--- src/rtl/uarch_pkg.sv ---
// Shared core micro-architecture types: register index/word, operand-fetch
// FSM states and the PC read-ahead offset.
package uarch_pkg;

   typedef logic [3:0]  reg_index;
   typedef logic [31:0] word;

   typedef enum logic [2:0] {
      OPF_IDLE,
      OPF_READ_RN,
      OPF_READ_RM,
      OPF_READ_RS,
      OPF_DRAIN,
      OPF_HOLD
   } reg_opfetch_state;

   localparam word REG_PC_OFFSET = 32'd8;

   // First operand at or after slot 'from' that needs a file read, else DRAIN.
   function automatic reg_opfetch_state opf_next_read(logic [2:0] need, logic [1:0] from);
      if (from == 2'd0 && need[0]) return OPF_READ_RN;
      if (from <= 2'd1 && need[1]) return OPF_READ_RM;
      if (from <= 2'd2 && need[2]) return OPF_READ_RS;
      return OPF_DRAIN;
   endfunction

endpackage

--- src/rtl/core_reg_operand_fetch.sv ---
// Operand fetch: serialises up to three register-file reads through the single
// read port, keeps held operands coherent with writeback, and hands off a bundle.
module core_reg_operand_fetch
   import uarch_pkg::*;
#(
   parameter word PC_OFFSET = REG_PC_OFFSET
) (
   input  logic     clk,
   input  logic     rst,
   input  logic     flush,
   input  logic     in_valid,
   output logic     in_ready,
   input  logic     rn_use,
   input  logic     rm_use,
   input  logic     rs_use,
   input  logic     rn_pc,
   input  logic     rm_pc,
   input  logic     rs_pc,
   input  reg_index rn_index,
   input  reg_index rm_index,
   input  reg_index rs_index,
   input  word      pc,
   output reg_index rd_index,
   input  word      rd_value,
   input  logic     wr_enable,
   input  reg_index wr_index,
   input  word      wr_value,
   output logic     out_valid,
   input  logic     out_ready,
   output word      rn_value,
   output word      rm_value,
   output word      rs_value
);

   reg_opfetch_state   state, state_nxt;
   logic [2:0]         use_in, pc_in, need_in;
   reg_index [2:0]     idx_in;
   logic [2:0]         use_q, pcop_q, need_q;
   reg_index [2:0]     idx_q;
   logic               cap_pend_q;
   logic [1:0]         cap_slot_q;
   logic               issue;
   logic [1:0]         issue_slot;
   logic               accept;
   word                vals [3];

   assign use_in  = {rs_use, rm_use, rn_use};
   assign pc_in   = {rs_pc, rm_pc, rn_pc};
   assign idx_in  = {rs_index, rm_index, rn_index};
   assign need_in = use_in & ~pc_in;
   assign need_q  = use_q & ~pcop_q;

   assign in_ready  = (state == OPF_IDLE);
   assign out_valid = (state == OPF_HOLD);
   assign accept    = in_ready & in_valid & ~flush;

   always_comb begin
      state_nxt  = state;
      rd_index   = '0;
      issue      = 1'b0;
      issue_slot = 2'd0;
      unique case (state)
         OPF_IDLE:    if (in_valid) state_nxt = opf_next_read(need_in, 2'd0);
         OPF_READ_RN: begin
            rd_index   = idx_q[0];
            issue      = 1'b1;
            issue_slot = 2'd0;
            state_nxt  = opf_next_read(need_q, 2'd1);
         end
         OPF_READ_RM: begin
            rd_index   = idx_q[1];
            issue      = 1'b1;
            issue_slot = 2'd1;
            state_nxt  = opf_next_read(need_q, 2'd2);
         end
         OPF_READ_RS: begin
            rd_index   = idx_q[2];
            issue      = 1'b1;
            issue_slot = 2'd2;
            state_nxt  = OPF_DRAIN;
         end
         OPF_DRAIN:   state_nxt = OPF_HOLD;
         OPF_HOLD:    if (out_ready) state_nxt = OPF_IDLE;
         default:     state_nxt = OPF_IDLE;
      endcase
      if (flush) state_nxt = OPF_IDLE;
   end

   always_ff @(posedge clk or posedge rst) begin
      if (rst) begin
         state      <= OPF_IDLE;
         use_q      <= '0;
         pcop_q     <= '0;
         idx_q      <= '0;
         cap_pend_q <= 1'b0;
         cap_slot_q <= 2'd0;
      end else begin
         state      <= state_nxt;
         // The read issued this cycle returns data next cycle; remember which slot.
         cap_pend_q <= issue & ~flush;
         cap_slot_q <= issue_slot;
         if (accept) begin
            use_q  <= use_in;
            pcop_q <= pc_in;
            idx_q  <= idx_in;
         end
      end
   end

   for (genvar g = 0; g < 3; g++) begin : g_slot
      word  val;
      logic captured;
      logic hit;

      assign hit     = wr_enable && (wr_index == idx_q[g]);
      assign vals[g] = val;

      // A write landing in the capture cycle beats the stale file data.
      always_ff @(posedge clk or posedge rst) begin
         if (rst) begin
            val      <= '0;
            captured <= 1'b0;
         end else if (flush) begin
            val      <= '0;
            captured <= 1'b0;
         end else if (accept) begin
            val      <= (use_in[g] && pc_in[g]) ? pc + PC_OFFSET : '0;
            captured <= 1'b0;
         end else if (cap_pend_q && cap_slot_q == 2'(g)) begin
            val      <= hit ? wr_value : rd_value;
            captured <= 1'b1;
         end else if (captured && hit) begin
            val      <= wr_value;
         end
      end
   end

   assign rn_value = vals[0];
   assign rm_value = vals[1];
   assign rs_value = vals[2];

endmodule

--- config.mk ---
export PLATFORM = sky130hd
export DESIGN_NAME = core_reg_operand_fetch
export DESIGN_NICKNAME = d
export VERILOG_FILES = /design/src/rtl/uarch_pkg.sv /design/src/rtl/core_reg_operand_fetch.sv
export SDC_FILE = /design/constraint.sdc
export NUM_CORES = 1
export LEC_CHECK = 0
export BUFFER_PORTS_ARGS = -buffer_cell sky130_fd_sc_hd__buf_4
export CAP_MARGIN = 20
export CELL_PAD_IN_SITES_DETAIL_PLACEMENT = 2
export CELL_PAD_IN_SITES_GLOBAL_PLACEMENT = 2
export CORE_ASPECT_RATIO = 1.2
export CORE_UTILIZATION = 28
export DETAILED_ROUTE_END_ITERATION = 8
export GPL_TIMING_DRIVEN = 1
export PLACE_DENSITY = 0.8
export SYNTH_ARGS = -nofsm -noshare
export SYNTH_HDL_FRONTEND = slang
export SYNTH_SLANG_ARGS = --single-unit
--- constraint.sdc ---
create_clock -name clk -period 4.05 [get_ports clk]
set_input_delay 0.81 -clock clk [delete_from_list [all_inputs] [get_ports clk]]
set_output_delay 0.81 -clock clk [all_outputs]
set_load 0.005 [all_outputs]
# Yosys cells after proc, flatten, opt, wreduce, memory -nomap -nowiden
# Index checks and enable logic that the tools add are counted.
[totals] out_inout_bits=102 reg_bits=123 wordCells=121
[classes] bitwise_logic=8 mux=64 add_sub_neg=1 reduce_logical=22 n_eq_ne=12
[op_table] operator="32-bit two-way mux" n=18
[op_table] operator="3-bit two-way mux" n=15
[op_table] operator="32-bit by 4-bit adder with 32-bit output (second input constant)" n=1
[op_table] operator="1-bit two-way mux" n=28
[op_table] operator="3-bit one-hot mux with 6 select lines" n=1
[op_table] operator="4-bit equality test" n=3
[op_table] operator="1-bit logical AND" n=12
[op_table] operator="4-bit one-hot mux with 3 select lines" n=1
[op_table] operator="4-bit nonzero test" n=3
[op_table] operator="3-bit nonzero test" n=3
[op_table] operator="3-bit bitwise AND" n=2
[op_table] operator="3-bit by 2-bit equality test with 1-bit output (second input constant)" n=2
[op_table] operator="3-bit equality test (second input constant)" n=2
[op_table] operator="3-bit inverter" n=2
[op_table] operator="2-bit one-hot mux with 2 select lines" n=1
[op_table] operator="1-bit bitwise AND" n=3
[op_table] operator="3-bit by 1-bit equality test with 1-bit output (second input constant)" n=1
[op_table] operator="3-bit logical NOT" n=1
[op_table] operator="3-bit by 2-bit != test with 1-bit output (second input constant)" n=1
[op_table] operator="3-bit != test (second input constant)" n=1
[op_table] operator="3-bit OR reduction" n=1
[op_table] operator="2-bit by 1-bit equality test with 1-bit output (second input constant)" n=1
[op_table] operator="2-bit equality test (second input constant)" n=1
[op_table] operator="2-bit logical NOT" n=1
[op_table] operator="2 further kinds" n=2

# Longest topological paths before layout
[depth] ltp_word=18 mapped_depth=8 depth_no_buf=6

# Worst setup path before layout
# Ideal clock, no wire load.
[synth_timing] path_type="input to register" startpoint="in pc[3]" endpoint="reg g_slot[0].val[29] (netlist: rn_value[29])" path_buffers=2 stages=8 required_ns=3.916 setup_slack_ns=1.555 setup_time_ns=0.134 t_arrival_ns=2.361 path_cell_list="ha_1 > clkbuf_1 > nand2_1 > or4_1 > buf_2 > o31a_1 > o21ai_0 > o211ai_1"
[synth_between] elab_chain_len=4
[synth_lines] element="from (decl)" line_no="core_reg_operand_fetch.sv:22" text="input word pc,"
[synth_lines] element="32-bit by 4-bit adder with 32-bit output" line_no="core_reg_operand_fetch.sv:127" text="val <= (use_in[g] && pc_in[g]) ? pc + PC_OFFSET : '0;"
[synth_lines] element="32-bit two-way mux" line_no="core_reg_operand_fetch.sv:127"
[synth_lines] element="32-bit two-way mux" line_no="core_reg_operand_fetch.sv:126" text="end else if (accept) begin"
[synth_lines] element="32-bit two-way mux" line_no="core_reg_operand_fetch.sv:123" text="end else if (flush) begin"
[synth_lines] element="to (signal assigned)" line_no="core_reg_operand_fetch.sv:127"
[synth_lines] element="to (signal assigned)" line_no="core_reg_operand_fetch.sv:130" text="val <= hit ? wr_value : rd_value;"
[synth_lines] element="to (signal assigned)" line_no="core_reg_operand_fetch.sv:133" text="val <= wr_value;"
[synth_lines] element="to (decl)" line_no="core_reg_operand_fetch.sv:111" text="word val;"
# Every way passes these cells.
# A chain may end at the register's enable or synchronous reset.

# Worst setup path after layout
[layout_timing] startpoint="reg state[2]" endpoint="reg g_slot[0].val[21] (netlist: rn_value[21])"
[layout_between] elab_chain_len=5 elab_cells_between_ends=6 cone_classes="mux (2); bitwise (2); reduce/logical (2)"
[layout_lines] element="from (decl)" line_no="core_reg_operand_fetch.sv:35" text="reg_opfetch_state state, state_nxt;"
[layout_lines] element="from (signal assigned)" line_no="core_reg_operand_fetch.sv:98" text="state <= state_nxt;"
[layout_lines] element="3-bit logical NOT *" line_no="core_reg_operand_fetch.sv:53" text="assign in_ready = (state == OPF_IDLE);"
[layout_lines] element="1-bit bitwise AND * (2 in a row)" line_no="core_reg_operand_fetch.sv:55" text="assign accept = in_ready & in_valid & ~flush;"
[layout_lines] element="32-bit two-way mux" line_no="core_reg_operand_fetch.sv:126"
[layout_lines] element="32-bit two-way mux" line_no="core_reg_operand_fetch.sv:123"
# Every way passes the cells marked *; elsewhere a longest branch is shown, timed or not.

==> impl_metrics.env <==
export IMPL_antennaDiodeCount=0
export IMPL_ys_ff_latch=121
export IMPL_drt_iter0_drc=387
export IMPL_power_switching_uw=2020
export IMPL_clock_sinks=121
export IMPL_post_dp_cell_area_um2=9590
export IMPL_async_flop_share_pct=100
export IMPL_routed_wl_um=34100
export IMPL_clock_latency_ns=0.42
export IMPL_synthCells=824
export IMPL_io_pin_count=226
export IMPL_worstMarginPinSlew_ns=0.961
export IMPL_fin_crit_sh_pct=69.4
export IMPL_ys_types=63
export IMPL_required_ns=4.31
export IMPL_yosysTopAreaCellShare_pct=40.4
export IMPL_clkPwrFrac_pct=29.2
export IMPL_crit_path_max_incr_delay_ns=0.81
export IMPL_worst_slack_ns=1.24
export IMPL_synth_area_top_cells="dfrtp_1 (40%), mux2i_1 (12%), nand2_1 (6.0%), o21ai_0 (4.0%), o211ai_1 (3.4%)"
export IMPL_die_x_um=151
export IMPL_critPathKind="reg2reg"
export IMPL_rr_endpoint="rn_value[21]$_DFFE_PP0P_"
export IMPL_peakVddDrop_uv=315
export IMPL_fin_nets=1154
export IMPL_critPathLaunchType="register"
export IMPL_syn_avg_cell_area_um2=9.09
export IMPL_path_buf_inv=1
export IMPL_drtPass1Iterations=4
export IMPL_grt_max_degree=70
export IMPL_rsz0062_at_grt="false"
export IMPL_initial_utilization_pct=28.5
export IMPL_cts_buffer_depth=2
export IMPL_p_per_area_nw_per_um2=530
export IMPL_seq_area_frac_synth_pct=40.4
export IMPL_clock_skew_ns=0.00860
export IMPL_endpoint="rn_value[21]$_DFFE_PP0P_"
export IMPL_synth_warnings=0
export IMPL_min_period_ns=2.81
export IMPL_cts_root_buf="clkbuf_16"
export IMPL_startpoint="state[2]$_DFFE_PP0P_"
export IMPL_yosys_area_top_type="dfrtp_1"
export IMPL_end_kind="register"
export IMPL_vias=7784
export IMPL_grt_pass1_wl_um=51300
export IMPL_detail_route_antenna_nets=0
export IMPL_hold_class="reg2reg"
export IMPL_ys_dominant_reg_cell="dfrtp_1"
export IMPL_post_cts_resized=0
export IMPL_syn_to_final_growth_pct=36.0
export IMPL_crit_path_max_fanout=21
export IMPL_finalSetupTns_ns=0
export IMPL_drive_gt1_share_pct=28.5
export IMPL_hpwl_um=24600
export IMPL_viasPerCell=5.66
export IMPL_die_y_um=181
export IMPL_wl_per_cell_um=24.8
export IMPL_final_max_slew_viol_count=0
export IMPL_power_frac_comb_pct=36.9
export IMPL_cts_clk_slew_worst_paths_ns=0.06
export IMPL_cp_cell_sequence="or4b_4 > nand2_2 > a21o_1 > buf_4 > o221ai_1"
export IMPL_syn_area_um2=7490
export IMPL_setup_viol=0
export IMPL_synth_edf_count=0
export IMPL_critPathArrivalTime_ns=3.07
export IMPL_post_cts_setup_buffers=0
export IMPL_grt_pass1_vias=8733
export IMPL_grt_use_total_pct=25.1
export IMPL_fmax_mhz=356
export IMPL_final_cell_area_um2=10200
export IMPL_crit_path_top_delay_cell="or4b_4"
export IMPL_slew_headroom_pct=35.9
export IMPL_grt_ovfl_total=0
export IMPL_power_internal_uw=3380
export IMPL_p_leak_uw=0.00482
export IMPL_cp_top_family="simple AND/OR/NAND/NOR gates"
export IMPL_fp_coreArea_um2=26300
export IMPL_synth_most_common_cell="dfrtp_1"
export IMPL_swShare_pct=37.4
export IMPL_max_cap_viol_count=0
export IMPL_synth_common_cells="dfrtp_1 (121), nand2_1 (119), mux2i_1 (89)"
export IMPL_status="completed"
export IMPL_syn_nets=949
export IMPL_cts_tree="built"
export IMPL_num_rows=65
export IMPL_worst_r2r_path_depth=5
export IMPL_port_buffers=225
export IMPL_ctsHtreeMaxLevel=4
export IMPL_drc=0
export IMPL_hold_slack_ns=0.480
export IMPL_dieArea_um2=27400
export IMPL_place_ws_ns=0.850
export IMPL_hold_viol_final=0
export IMPL_antenna_found_initial=0
export IMPL_path_depth=5
export IMPL_seq_power_share_pct=33.9
export IMPL_cts_made_buffers=17
export IMPL_crit_reg2reg_launch="state[2]$_DFFE_PP0P_"
export IMPL_gp_congestion=0.830
export IMPL_reg2reg_slack_ns=1.24
export IMPL_cts_hold_buf=0
export IMPL_power_total_uw=5400
==> per-stage QoR <==
step	std cells	util [%]
after floorplan	824	-
after global placement	1345	36.5
after detailed placement	1345	36.5
after CTS	1376	38.8
after global routing	1376	38.8
final	1376	38.8
==> kinds of logic after synthesis <==
kind of cell | share of synthesized area, %
compound gates | 22.2
xor+xnor | 3.27
fa+ha+maj | 0.167
buf+inv | 4.23
flops | 40.4
mux | 12.2
simple gates | 17.5
==> metal layers <==
layer	part of all wire (%)	up-vias	GRT usage (%)	wire length [µm]
met5	0	-	0	0
met4	4.1	0	12.2	1410
met3	6.6	77	5.15	2250
met2	50	282	43.2	17200
met1	39	3957	29.1	13300
li1	-	3468	-	-
==> power groups by stage <==
stage | clock (µW) | sequential (µW) | combinational [µW]
3_3_place_gp | 0 | 1830 | 1920
2_1_floorplan | 0 | 1740 | 1010
3_5_place_dp | 0 | 1850 | 1980
4_1_cts | 1600 | 1830 | 2000
5_1_grt | 1640 | 1870 | 2160
6_report | 1580 | 1830 | 1990
==> worst min path at each step <==
stage | startpoint | end | slack [ns] | cells past startpoint
6_report | use_q[2]$_DFFE_PP0N_ | use_q[2]$_DFFE_PP0N_ | 0.48 | 2
5_1_grt | pcop_q[1]$_DFFE_PP0N_ | pcop_q[1]$_DFFE_PP0N_ | 0.52 | 2
4_1_cts | rm_value[17]$_DFFE_PP0P_ | rm_value[17]$_DFFE_PP0P_ | 0.49 | 2
3_5_place_dp | rm_value[17]$_DFFE_PP0P_ | rm_value[17]$_DFFE_PP0P_ | 0.48 | 2
3_3_place_gp | pcop_q[2]$_DFFE_PP0N_ | pcop_q[2]$_DFFE_PP0N_ | 0.45 | 2
2_1_floorplan | pcop_q[2]$_DFFE_PP0N_ | pcop_q[2]$_DFFE_PP0N_ | 0.44 | 2
==> state kept, by name, indices dropped and copies added (netlist names), 3 cells and up <==
signal,cells
rm_value,32
rs_value,32
idx_q,12
state,3
rn_value,32
g_slot.captured,3
==> final cells by class <==
class	instances	area [µm²]
clock inverter	12	150
tap	335	419
multi-input combinational	633	4220
inverter	10	40.0
fill	2940	16100
clock buffer	19	443
sequential	121	3030
timing repair buffer	246	1880
==> worst min-delay path: stages (launching register included) <==
cell     delay [ns]
dfrtp_1        0.34
nand2_1        0.05
nand2_1        0.05
==> placed cells by master, fill, tap and decap left out, types with 5 or more instances in the layout <==
master,Yosys,layout
o311a_1,5,5
nor2b_1,6,6
nand4_1,6,6
o211ai_1,34,34
and2_1,8,8
a2111oi_1,5,5
and3_1,6,6
nand2_1,119,119
inv_1,9,8
nor2_1,45,45
o31a_1,7,7
mux2i_1,89,89
o21ai_0,60,59
a22oi_1,31,31
nor3_1,12,12
o21ai_1,12,12
xor2_1,10,10
a21oi_1,34,33
o21a_1,5,5
nor4_1,12,12
o221ai_1,11,11
dfrtp_1,121,121
a211oi_1,9,9
nand2b_1,5,5
xnor2_1,18,18
clkbuf_16,0,17
buf_4,4,243
nand3_1,20,20
Power figures use the tool's default switching activity.
